[src/rtl/mips_pkg.sv]
// Shared MIPS control constants: FSM encodings, ALU op codes, opcode/funct fields.
// Used by the control unit and by the ALU.
package mips_pkg;

  localparam logic [2:0] S_IDLE   = 3'd0;
  localparam logic [2:0] S_DECODE = 3'd1;
  localparam logic [2:0] S_EXEC   = 3'd2;
  localparam logic [2:0] S_MEM    = 3'd3;
  localparam logic [2:0] S_WB     = 3'd4;

  localparam logic [4:0] ALU_AND   = 5'b00000;
  localparam logic [4:0] ALU_OR    = 5'b00001;
  localparam logic [4:0] ALU_ADD   = 5'b00010;
  localparam logic [4:0] ALU_XOR   = 5'b00011;
  localparam logic [4:0] ALU_NOR   = 5'b00100;
  localparam logic [4:0] ALU_SLT   = 5'b00101;
  localparam logic [4:0] ALU_SUB   = 5'b00110;
  localparam logic [4:0] ALU_SLTU  = 5'b00111;
  localparam logic [4:0] ALU_SLL   = 5'b01000;
  localparam logic [4:0] ALU_SRL   = 5'b01001;
  localparam logic [4:0] ALU_SRA   = 5'b01010;
  localparam logic [4:0] ALU_SLLV  = 5'b01011;
  localparam logic [4:0] ALU_SRLV  = 5'b01100;
  localparam logic [4:0] ALU_SRAV  = 5'b01101;
  localparam logic [4:0] ALU_JR    = 5'b01110;
  localparam logic [4:0] ALU_NOP   = 5'b01111;
  localparam logic [4:0] ALU_ADDI  = 5'b10000;
  localparam logic [4:0] ALU_ANDI  = 5'b10001;
  localparam logic [4:0] ALU_ORI   = 5'b10010;
  localparam logic [4:0] ALU_XORI  = 5'b10011;
  localparam logic [4:0] ALU_BEQ   = 5'b10100;
  localparam logic [4:0] ALU_BNE   = 5'b10101;
  localparam logic [4:0] ALU_SLTI  = 5'b10111;
  localparam logic [4:0] ALU_SLTIU = 5'b11000;
  localparam logic [4:0] ALU_LUI   = 5'b11001;
  localparam logic [4:0] ALU_LW    = 5'b11010;
  localparam logic [4:0] ALU_SW    = 5'b11011;

  localparam logic [5:0] OP_RTYPE = 6'h00;
  localparam logic [5:0] OP_J     = 6'h02;
  localparam logic [5:0] OP_JAL   = 6'h03;
  localparam logic [5:0] OP_BEQ   = 6'h04;
  localparam logic [5:0] OP_BNE   = 6'h05;
  localparam logic [5:0] OP_ADDI  = 6'h08;
  localparam logic [5:0] OP_SLTI  = 6'h0A;
  localparam logic [5:0] OP_SLTIU = 6'h0B;
  localparam logic [5:0] OP_ANDI  = 6'h0C;
  localparam logic [5:0] OP_ORI   = 6'h0D;
  localparam logic [5:0] OP_XORI  = 6'h0E;
  localparam logic [5:0] OP_LUI   = 6'h0F;
  localparam logic [5:0] OP_LW    = 6'h23;
  localparam logic [5:0] OP_SW    = 6'h2B;

  localparam logic [5:0] F_SLL  = 6'h00;
  localparam logic [5:0] F_SRL  = 6'h02;
  localparam logic [5:0] F_SRA  = 6'h03;
  localparam logic [5:0] F_SLLV = 6'h04;
  localparam logic [5:0] F_SRLV = 6'h06;
  localparam logic [5:0] F_SRAV = 6'h07;
  localparam logic [5:0] F_JR   = 6'h08;
  localparam logic [5:0] F_ADD  = 6'h20;
  localparam logic [5:0] F_SUB  = 6'h22;
  localparam logic [5:0] F_AND  = 6'h24;
  localparam logic [5:0] F_OR   = 6'h25;
  localparam logic [5:0] F_XOR  = 6'h26;
  localparam logic [5:0] F_NOR  = 6'h27;
  localparam logic [5:0] F_SLT  = 6'h2A;
  localparam logic [5:0] F_SLTU = 6'h2B;

  typedef struct packed {
    logic r_type;   // legal R-type (rd destination)
    logic imm;      // second ALU operand is the immediate
    logic lw;
    logic sw;
    logic branch;   // beq / bne
    logic j;
    logic jal;
    logic jr;
    logic illegal;
  } instr_class_t;

  // Instructions that retire straight out of EXEC without MEM or WB.
  function automatic logic ends_in_exec(instr_class_t c);
    return c.branch | c.j | c.jr | c.illegal;
  endfunction

endpackage

[src/rtl/dec_alu_op.sv]
// Combinational decoder: MIPS word -> ALU op code and instruction class.
module dec_alu_op
  import mips_pkg::*;
(
  input  logic [31:0]  instr,
  output logic [4:0]   alu_op,
  output instr_class_t cls
);

  logic [5:0] opcode;
  logic [5:0] funct;
  logic       unused_fields;

  assign opcode        = instr[31:26];
  assign funct         = instr[5:0];
  assign unused_fields = ^instr[25:6];

  always_comb begin
    alu_op = ALU_NOP;
    cls    = '0;
    case (opcode)
      OP_RTYPE: begin
        cls.r_type = 1'b1;
        case (funct)
          F_AND:   alu_op = ALU_AND;
          F_OR:    alu_op = ALU_OR;
          F_ADD:   alu_op = ALU_ADD;
          F_XOR:   alu_op = ALU_XOR;
          F_NOR:   alu_op = ALU_NOR;
          F_SLT:   alu_op = ALU_SLT;
          F_SUB:   alu_op = ALU_SUB;
          F_SLTU:  alu_op = ALU_SLTU;
          F_SLL:   alu_op = ALU_SLL;
          F_SRL:   alu_op = ALU_SRL;
          F_SRA:   alu_op = ALU_SRA;
          F_SLLV:  alu_op = ALU_SLLV;
          F_SRLV:  alu_op = ALU_SRLV;
          F_SRAV:  alu_op = ALU_SRAV;
          F_JR: begin
            alu_op = ALU_JR;
            cls.jr = 1'b1;
          end
          default: begin
            cls.r_type  = 1'b0;
            cls.illegal = 1'b1;
          end
        endcase
      end
      OP_J:     cls.j   = 1'b1;
      OP_JAL:   cls.jal = 1'b1;
      OP_BEQ:   begin alu_op = ALU_BEQ;   cls.branch = 1'b1; end
      OP_BNE:   begin alu_op = ALU_BNE;   cls.branch = 1'b1; end
      OP_ADDI:  begin alu_op = ALU_ADDI;  cls.imm = 1'b1; end
      OP_ANDI:  begin alu_op = ALU_ANDI;  cls.imm = 1'b1; end
      OP_ORI:   begin alu_op = ALU_ORI;   cls.imm = 1'b1; end
      OP_XORI:  begin alu_op = ALU_XORI;  cls.imm = 1'b1; end
      OP_SLTI:  begin alu_op = ALU_SLTI;  cls.imm = 1'b1; end
      OP_SLTIU: begin alu_op = ALU_SLTIU; cls.imm = 1'b1; end
      OP_LUI:   begin alu_op = ALU_LUI;   cls.imm = 1'b1; end
      OP_LW:    begin alu_op = ALU_LW;    cls.imm = 1'b1; cls.lw = 1'b1; end
      OP_SW:    begin alu_op = ALU_SW;    cls.imm = 1'b1; cls.sw = 1'b1; end
      default:  cls.illegal = 1'b1;
    endcase
  end

endmodule

[src/rtl/unidade_controle.sv]
// Multi-cycle MIPS control FSM (IDLE/DECODE/EXEC/MEM/WB) with registered outputs.
// Optional sticky illegal-instruction trap: define CTRL_ILLEGAL_TRAP_EN.
module unidade_controle
  import mips_pkg::*;
(
  input  logic        clk,
  input  logic        rst_n,
  input  logic        instr_valid,
  output logic        instr_ready,
  input  logic [31:0] instr,
  input  logic        zero_flag,
  output logic [4:0]  alu_op,
  output logic        alu_src_imm,
  output logic        reg_dst_rd,
  output logic        reg_write,
  output logic        mem_read,
  output logic        mem_write,
  output logic        mem_to_reg,
  output logic        jump,
  output logic        link,
  output logic        branch_taken,
  output logic        busy,
  output logic        done,
`ifdef CTRL_ILLEGAL_TRAP_EN
  output logic        illegal,
`endif
  output logic [2:0]  state
);

  logic [2:0]   state_q, state_d;
  logic [31:0]  instr_q, instr_d;
  logic [4:0]   alu_op_d;
  instr_class_t cls;
  logic         accept;
  logic         busy_d;
  logic         done_d;
  logic         exec_br_q;
  logic         ready_block;

  assign accept = instr_valid & instr_ready;
  // One decoder serves both the incoming word (accept edge) and the latched one,
  // so every output can be registered from the next state.
  assign instr_d = accept ? instr : instr_q;

  dec_alu_op u_dec (
    .instr  (instr_d),
    .alu_op (alu_op_d),
    .cls    (cls)
  );

  always_comb begin
    state_d = state_q;
    case (state_q)
      S_IDLE:   if (accept) state_d = S_DECODE;
      S_DECODE: state_d = S_EXEC;
      S_EXEC: begin
        if (cls.lw | cls.sw)    state_d = S_MEM;
        else if (ends_in_exec(cls)) state_d = S_IDLE;
        else                    state_d = S_WB;
      end
      S_MEM:    state_d = cls.lw ? S_WB : S_IDLE;
      S_WB:     state_d = S_IDLE;
      default:  state_d = S_IDLE;
    endcase
  end

  assign busy_d = (state_d != S_IDLE);
  assign done_d = ((state_d == S_EXEC) && ends_in_exec(cls)) ||
                  ((state_d == S_MEM) && cls.sw) ||
                  (state_d == S_WB);

`ifdef CTRL_ILLEGAL_TRAP_EN
  logic ill_q, ill_d;
  assign ill_d       = ill_q | ((state_d == S_EXEC) && cls.illegal);
  assign ready_block = ill_d;
  assign illegal     = ill_q;

  always_ff @(posedge clk or negedge rst_n) begin
    if (!rst_n) ill_q <= 1'b0;
    else        ill_q <= ill_d;
  end
`else
  assign ready_block = 1'b0;
`endif

  always_ff @(posedge clk or negedge rst_n) begin
    if (!rst_n) begin
      state_q     <= S_IDLE;
      instr_q     <= '0;
      instr_ready <= 1'b1;
      alu_op      <= ALU_NOP;
      alu_src_imm <= 1'b0;
      reg_dst_rd  <= 1'b0;
      reg_write   <= 1'b0;
      mem_read    <= 1'b0;
      mem_write   <= 1'b0;
      mem_to_reg  <= 1'b0;
      jump        <= 1'b0;
      link        <= 1'b0;
      exec_br_q   <= 1'b0;
      busy        <= 1'b0;
      done        <= 1'b0;
    end else begin
      state_q     <= state_d;
      instr_q     <= instr_d;
      instr_ready <= (state_d == S_IDLE) && !ready_block;
      alu_op      <= busy_d ? alu_op_d : ALU_NOP;
      alu_src_imm <= busy_d && cls.imm;
      reg_dst_rd  <= busy_d && cls.r_type;
      reg_write   <= (state_d == S_WB);
      mem_read    <= (state_d == S_MEM) && cls.lw;
      mem_write   <= (state_d == S_MEM) && cls.sw;
      mem_to_reg  <= (state_d == S_WB) && cls.lw;
      jump        <= (state_d == S_EXEC) && (cls.j | cls.jal | cls.jr);
      link        <= (state_d == S_WB) && cls.jal;
      exec_br_q   <= (state_d == S_EXEC) && cls.branch;
      busy        <= busy_d;
      done        <= done_d;
    end
  end

  // zero_flag only exists while EXEC is live, so it gates the registered qualifier.
  assign branch_taken = exec_br_q & ~zero_flag;
  assign state        = state_q;

endmodule
[config.mk]
export PLATFORM = sky130hd
export DESIGN_NAME = unidade_controle
export DESIGN_NICKNAME = d
export VERILOG_FILES = /design/src/rtl/mips_pkg.sv /design/src/rtl/dec_alu_op.sv /design/src/rtl/unidade_controle.sv
export SDC_FILE = /design/constraint.sdc
export NUM_CORES = 1
export LEC_CHECK = 0
export BUFFER_PORTS_ARGS = -buffer_cell sky130_fd_sc_hd__buf_4
export CAP_MARGIN = 20
export CELL_PAD_IN_SITES_DETAIL_PLACEMENT = 1
export CELL_PAD_IN_SITES_GLOBAL_PLACEMENT = 1
export CORE_ASPECT_RATIO = 0.5
export CORE_MARGIN = 2
export CORE_UTILIZATION = 39
export DETAILED_ROUTE_END_ITERATION = 8
export HOLD_SLACK_MARGIN = 0.03
export PLACE_DENSITY = 0.76
export SYNTH_ARGS = -nofsm -noshare
export SYNTH_HDL_FRONTEND = slang
export SYNTH_SLANG_ARGS = --single-unit
[constraint.sdc]
create_clock -name clk -period 3.2 [get_ports clk]
set_input_delay 0.16 -clock clk [delete_from_list [all_inputs] [get_ports clk]]
set_output_delay 0.16 -clock clk [all_outputs]
set_load 0.05 [all_outputs]
; Yosys cells after proc, flatten, opt, wreduce, memory -nomap -nowiden
; Cells that the tools add are included.
[word_totals]
ramBits = 0
latchBits = 0
word_cells = 99
regBits = 52
mem_count = 0
romBits = 0
[op_classes]
eq_ne = 33
n_mul = 0
n_bitwise = 9
muxes = 21
addsub = 0
n_shift = 0
reduce_logical = 20
div_mod_pow = 0
magnitude_cmp = 0
[op_table]
columns = cell, n
row1 = $eq 6x6->1 const B, 10
row2 = $pmux 4 s15, 1
row3 = $pmux 5 s12, 1
row4 = $eq 6x4->1 const B, 8
row5 = $mux 32, 1
row6 = $eq 6x3->1 const B, 5
row7 = $eq 6x2->1 const B, 4
row8 = $reduce_or 15->1, 1
row9 = $reduce_or 13->1, 1
row10 = $eq 3x2->1 const B, 4
row11 = $logic_not 6->1, 2
row12 = $mux 3, 4
row13 = $pmux 3 s4, 1
row14 = $mux 1, 11
row15 = $logic_and 1x1->1, 9
row16 = $reduce_or 9->1, 1
row17 = $logic_not 3->1, 2
row18 = $or 1x1->1, 6
row19 = $mux 5, 1
row20 = $eq 3x1->1 const B, 1
row21 = $eq 3x3->1 const B, 1
row22 = $reduce_bool 3->1, 1
row23 = $and 1x1->1, 2
row24 = $logic_or 1x1->1, 2
row25 = other kinds (3), 3

; Longest topological paths before layout
[logic_depth]
ltp_word = 15
depth_mapped = 9

; Cells and area by module
; From an unflattened synthesis, not the netlist that was laid out.
[unflattened]
cells_unflattened = 214
area_unflattened_um2 = 2509.9
[modules_own_cells]
columns = mod, cells_each, n_inst, area_per_inst_um2
row1 = unidade_controle, 122, 1, 1948.1
row2 = dec_alu_op, 92, 1, 561.8

; Least setup slack after synthesis
; OpenSTA, ideal clock, no wires.
[synth_timing]
kind = reg2reg
from = reg instr_ready
to = reg link
path_buffers = 1
path_slack_ns = 0.497
required_ns = 3.105
synth_period_minus_slack_ns = 2.703
path_stages_with_launch = 10
setup_ns = 0.095
arrival_ns = 2.607
path_cell_list = dfstp_2 and2_4 buf_12 mux2i_4 inv_2 nor2_2 o21ai_1 a222oi_1 nand3_2 nor4b_2
[synth_between]
elab_chain_len = 13
word_cells_on_any_way = 54
cone_classes = eq/ne: 28 / mux: 15 / bitwise: 5 / reduce/logical: 6
[synth_rtl]
columns = item, line_no
row1 = from (decl), unidade_controle.sv:9  ; output logic instr_ready,
row2 = from (signal assigned), unidade_controle.sv:106  ; instr_ready <= (state_d == S_IDLE) && !ready_block;
row3 = $and 1x1->1 *, unidade_controle.sv:40  ; assign accept = instr_valid & instr_ready;
row4 = $mux 32 *, unidade_controle.sv:43  ; assign instr_d = accept ? instr : instr_q;
row5 = named net instr_d[29], unidade_controle.sv:31  ; logic [31:0] instr_q, instr_d;
row6 = $eq 6x3->1, dec_alu_op.sv:21  ; case (opcode)
row7 = $reduce_or 2->1 (no line), n/a
row8 = $mux 1, dec_alu_op.sv:21
row9 = $or 1x1->1 (3 in a row), mips_pkg.sv:84  ; return c.branch | c.j | c.jr | c.illegal;
row10 = $mux 3, unidade_controle.sv:58  ; else if (ends_in_exec(cls)) state_d = S_IDLE;
row11 = $mux 3, unidade_controle.sv:57  ; if (cls.lw | cls.sw) state_d = S_MEM;
row12 = $pmux 3 s4, unidade_controle.sv:53  ; case (state_q)
row13 = $eq 3x3->1, unidade_controle.sv:115  ; link <= (state_d == S_WB) && cls.jal;
row14 = $logic_and 1x1->1 *, unidade_controle.sv:115
row15 = to (signal assigned), unidade_controle.sv:115
row16 = to (decl), unidade_controle.sv:20  ; output logic link,
; Mark *: on every way through the listed nets, which the timed path passes. The rest lies on a longest branch.
; A chain may end at the register's enable or synchronous reset.

; Final worst setup path
[layout_timing]
from = reg instr_ready
to = reg done
[layout_between]
elab_chain_len = 15
word_cells_on_any_way = 58
cone_classes = eq/ne: 30 / mux: 14 / bitwise: 5 / reduce/logical: 9
[layout_rtl]
columns = item, line_no
row1 = $and 1x1->1 *, unidade_controle.sv:40
row2 = "parallel branches: the longest is 13 deep, another holds $mux 32", n/a
row3 = $logic_or 1x1->1 *, unidade_controle.sv:69  ; ((state_d == S_MEM) && cls.sw) ||
row4 = named net done_d, unidade_controle.sv:36  ; logic done_d;
row5 = to (signal assigned), unidade_controle.sv:118  ; done <= done_d;
row6 = to (decl), unidade_controle.sv:23  ; output logic done,
; Mark *: on every way through the listed nets, which the timed path passes.

==> run_results.csv <==
group,metric,value,unit
global_route,grt_pass1_wl,9390,um
routing,m1WireLength,2701,um
clocking,cts.htree.levels,2,
cells_and_area,drive_gt1_share,30.38,%
clocking,clkSinkCount,32,
routing,wl_met2,2763,um
sta,slew_violations,0,
routing,met3_length,276,um
sta,finalSetupViolCount,0,
critical_path,cp-end-kind,"register",
die,die_h,54.38,um
power_and_ir_drop,ir_worst_vdd,514.5,uV
power_and_ir_drop,leakage,1.103,nW
global_route,grt_max_degree,33,
power_and_ir_drop,power,2.475,mW
routing,drt-total-wl,5780,um
die,fp.coreArea,0.004910,mm2
sta,min_period_over_period,91.28,%
sta,max_freq,342.4,MHz
cells_and_area,fin_nets,295,
clocking,numCtsBuffers,5,
routing,vias,1845,
routing,top_layer,"met4",
global_route,antenna_found_initial,0,
critical_path,path_class,"reg -> reg",
sta,clock_skew,3.617,ps
critical_path,worst_path_largest_cell_delay,690,ps
logic_synthesis,ys_warn_count,0,
logic_synthesis,post_synth.cell_area_avg,9.164,um2
die,rows,18,
logic_synthesis,seq_area_frac_synth,40.77,%
logic_synthesis,syn_area,0.001979,mm2
placed_design,gp_congestion,0.8477,
sta,final.setup.tns,0,ps
routing,first_pass_iters,4,
routing,initialDrtViolationCount,63,
critical_path,path_cells,"nand2_2 > buf_4 > a31oi_1 > o22ai_1 > a21oi_1 > nand3_1 > a211oi_1 > a31oi_1",
die,die_w,104.8,um
routing,wire_per_inst,17.52,um
status,status,"complete, no violations",
sta,fin_hold_ws,75.31,ps
cells_and_area,syn2layout_area_growth,23.96,%
routing,antenna_left,0,
critical_path,cp.required,3350,ps
die,initial_utilization,40.32,%
cells_and_area,final_cell_count_no_fill,330,
clocking,insertion_delay,290,ps
placed_design,dp.cells,321,
clocking,clockBufferDepth,2,
job,maxCapViolCount,0,
logic_synthesis,synth_cells,216,
cells_and_area,largest_reg_flops,12,
sta,grt_setup_unrepaired,"no",
logic_synthesis,synth_edf_count,0,
logic_synthesis,ys.flop_type,"dfrtp_1",
power_and_ir_drop,power.density,1009,mW/mm2
critical_path,start_kind,"register",
clocking,clkSlewWorstSetupHoldPaths,70,ps
clocking,cts_tree,"done",
logic_synthesis,yosysUniqueCellTypes,61,
die,io_pins,56,
hold_path,hold_path.class,"in -> reg",
cells_and_area,nFillCells,595,
critical_path,cp_slowest_cell,"dfstp_2",
placed_design,hpwlAfterDp,4179,um
cells_and_area,regMostFlops,"instr_q",
placed_design,port-buffer-count,35,
critical_path,critical_path_peak_fanout,14,
cells_and_area,num_antenna_cells,0,
die,dieArea,0.005696,mm2
logic_synthesis,synth_nets,252,
sta,slew_headroom,45.55,%
global_route,track_usage,21.53,%
sta,hold_violations,0,
critical_path,crit_top_cell,"a31oi_1",
sta,period_needed,2921,ps
logic_synthesis,async_reset_ff_share,100.0,%
global_route,grt_pass1_vias,1892,
sta,tightest_slew,806.5,ps
logic_synthesis,synth_seq_cells,32,
critical_path,cp.arrival,3080,ps
clocking,root_buffer,"clkbuf_8",
routing,drc,0,
routing,vias_per_cell,5.591,
global_route,grt-ovfl-total,0,
## path summary, 6_finish.rpt
kind	startpoint	slack, ps	cells past startpoint	endpoint
setup / recovery	instr_ready$_DFF_PN1_	280	8	done$_DFF_PN0_
setup reg to reg	instr_ready$_DFF_PN1_	280	8	done$_DFF_PN0_
hold reg to reg	instr_q[5]$_DFF_PN0_	530	2	instr_q[5]$_DFF_PN0_
max in group asynchronous	rst_n	2530	2	alu_op[0]$_DFF_PN1_
hold / removal	instr[30]	80	3	instr_q[30]$_DFF_PN0_
min in group asynchronous	rst_n	350	2	instr_q[27]$_DFF_PN0_
## through the flow
| stage | area (um2) | utilization (%) | setup WS (ps) |
|---|---|---|---|
| after detailed placement | 2336 | 47.58 | 363.4 |
| after global placement | 2336 | 47.58 | 429.1 |
| after global routing | 2454 | 49.97 | 110.9 |
| after floorplan | 1979 | - | 497.3 |
| final | 2454 | 49.97 | 279.1 |
| after CTS | 2454 | 49.97 | 325.6 |
## cell families after synthesis
family,Yosys count,share of synthesized area (%)
DFF,32,40.77
buffers and inverters,23,5.562
AOI/OAI and AO/OA,63,23.07
muxes,9,5.436
xor gates and xnor gates,2,0.8851
and+or+nand+nor,87,24.27
## placed cells by master (no fill, tap or decap), types with 7 or more instances in the layout
master	instances
a211oi_1	9
dfrtp_1	27
buf_4	43
a31oi_1	8
nand2_1	21
o21ai_0	7
inv_1	14
a21oi_1	8
nor2_1	20
## cell type report
type | instances | area (um2) | share of cell area, %
Multi-Input combinational cell | 161 | 1062 | 43.29
Sequential cell | 32 | 807.0 | 32.89
Timing Repair Buffer | 44 | 332.8 | 13.56
Tap cell | 70 | 87.58 | 3.570
Clock buffer | 6 | 72.57 | 2.958
Inverter | 15 | 56.30 | 2.295
Clock inverter | 2 | 35.03 | 1.428
## worst max-delay path, delay by kind of cell, from the launching register on
kind / cells / cell delay (ps)
AOI/OAI and AO/OA: 5 / 1320
buffers and inverters: 1 / 250
DFF: 1 / 690
and+or+nand+nor: 2 / 510
## what timing repair did
item / 4_1_cts / 5_1_grt
buffers inserted: 0 / 0
gates resized for setup: 0 / 0
hold buffers: 1 / 0
hold endpoints to repair: 27 / 0
## synthesized netlist by cell type, drive strengths merged, types with 4 or more instances
cell type	n	area share (%)
nand2	22	4.3
nor2	23	4.7
inv	15	2.8
o21ai	12	3.2
buf	5	2.1
nand3	5	1.5
mux2i	5	3.2
a21oi	10	2.9
a31oi	8	2.5
mux2	4	2.3
nor3	6	1.8
nor2b	5	1.6
nor3b	4	1.5
o22ai	4	1.3
a211oi	10	4.0
dfstp	5	6.6
dfrtp	27	34
## power by group
part / internal (mW) / total (mW) / switching, mW
clock network: 0.231 / 0.385 / 0.154
registers: 0.562 / 0.715 / 0.153
logic: 0.478 / 1.38 / 0.897
## metal layers
layer	track usage [%]	up-vias
met2	37.45	37
met3	6.548	5
met4	4.889	0
met5	0	-
li1	-	881
met1	27.21	922
Note: power is estimated with default switching activity, not from simulation.
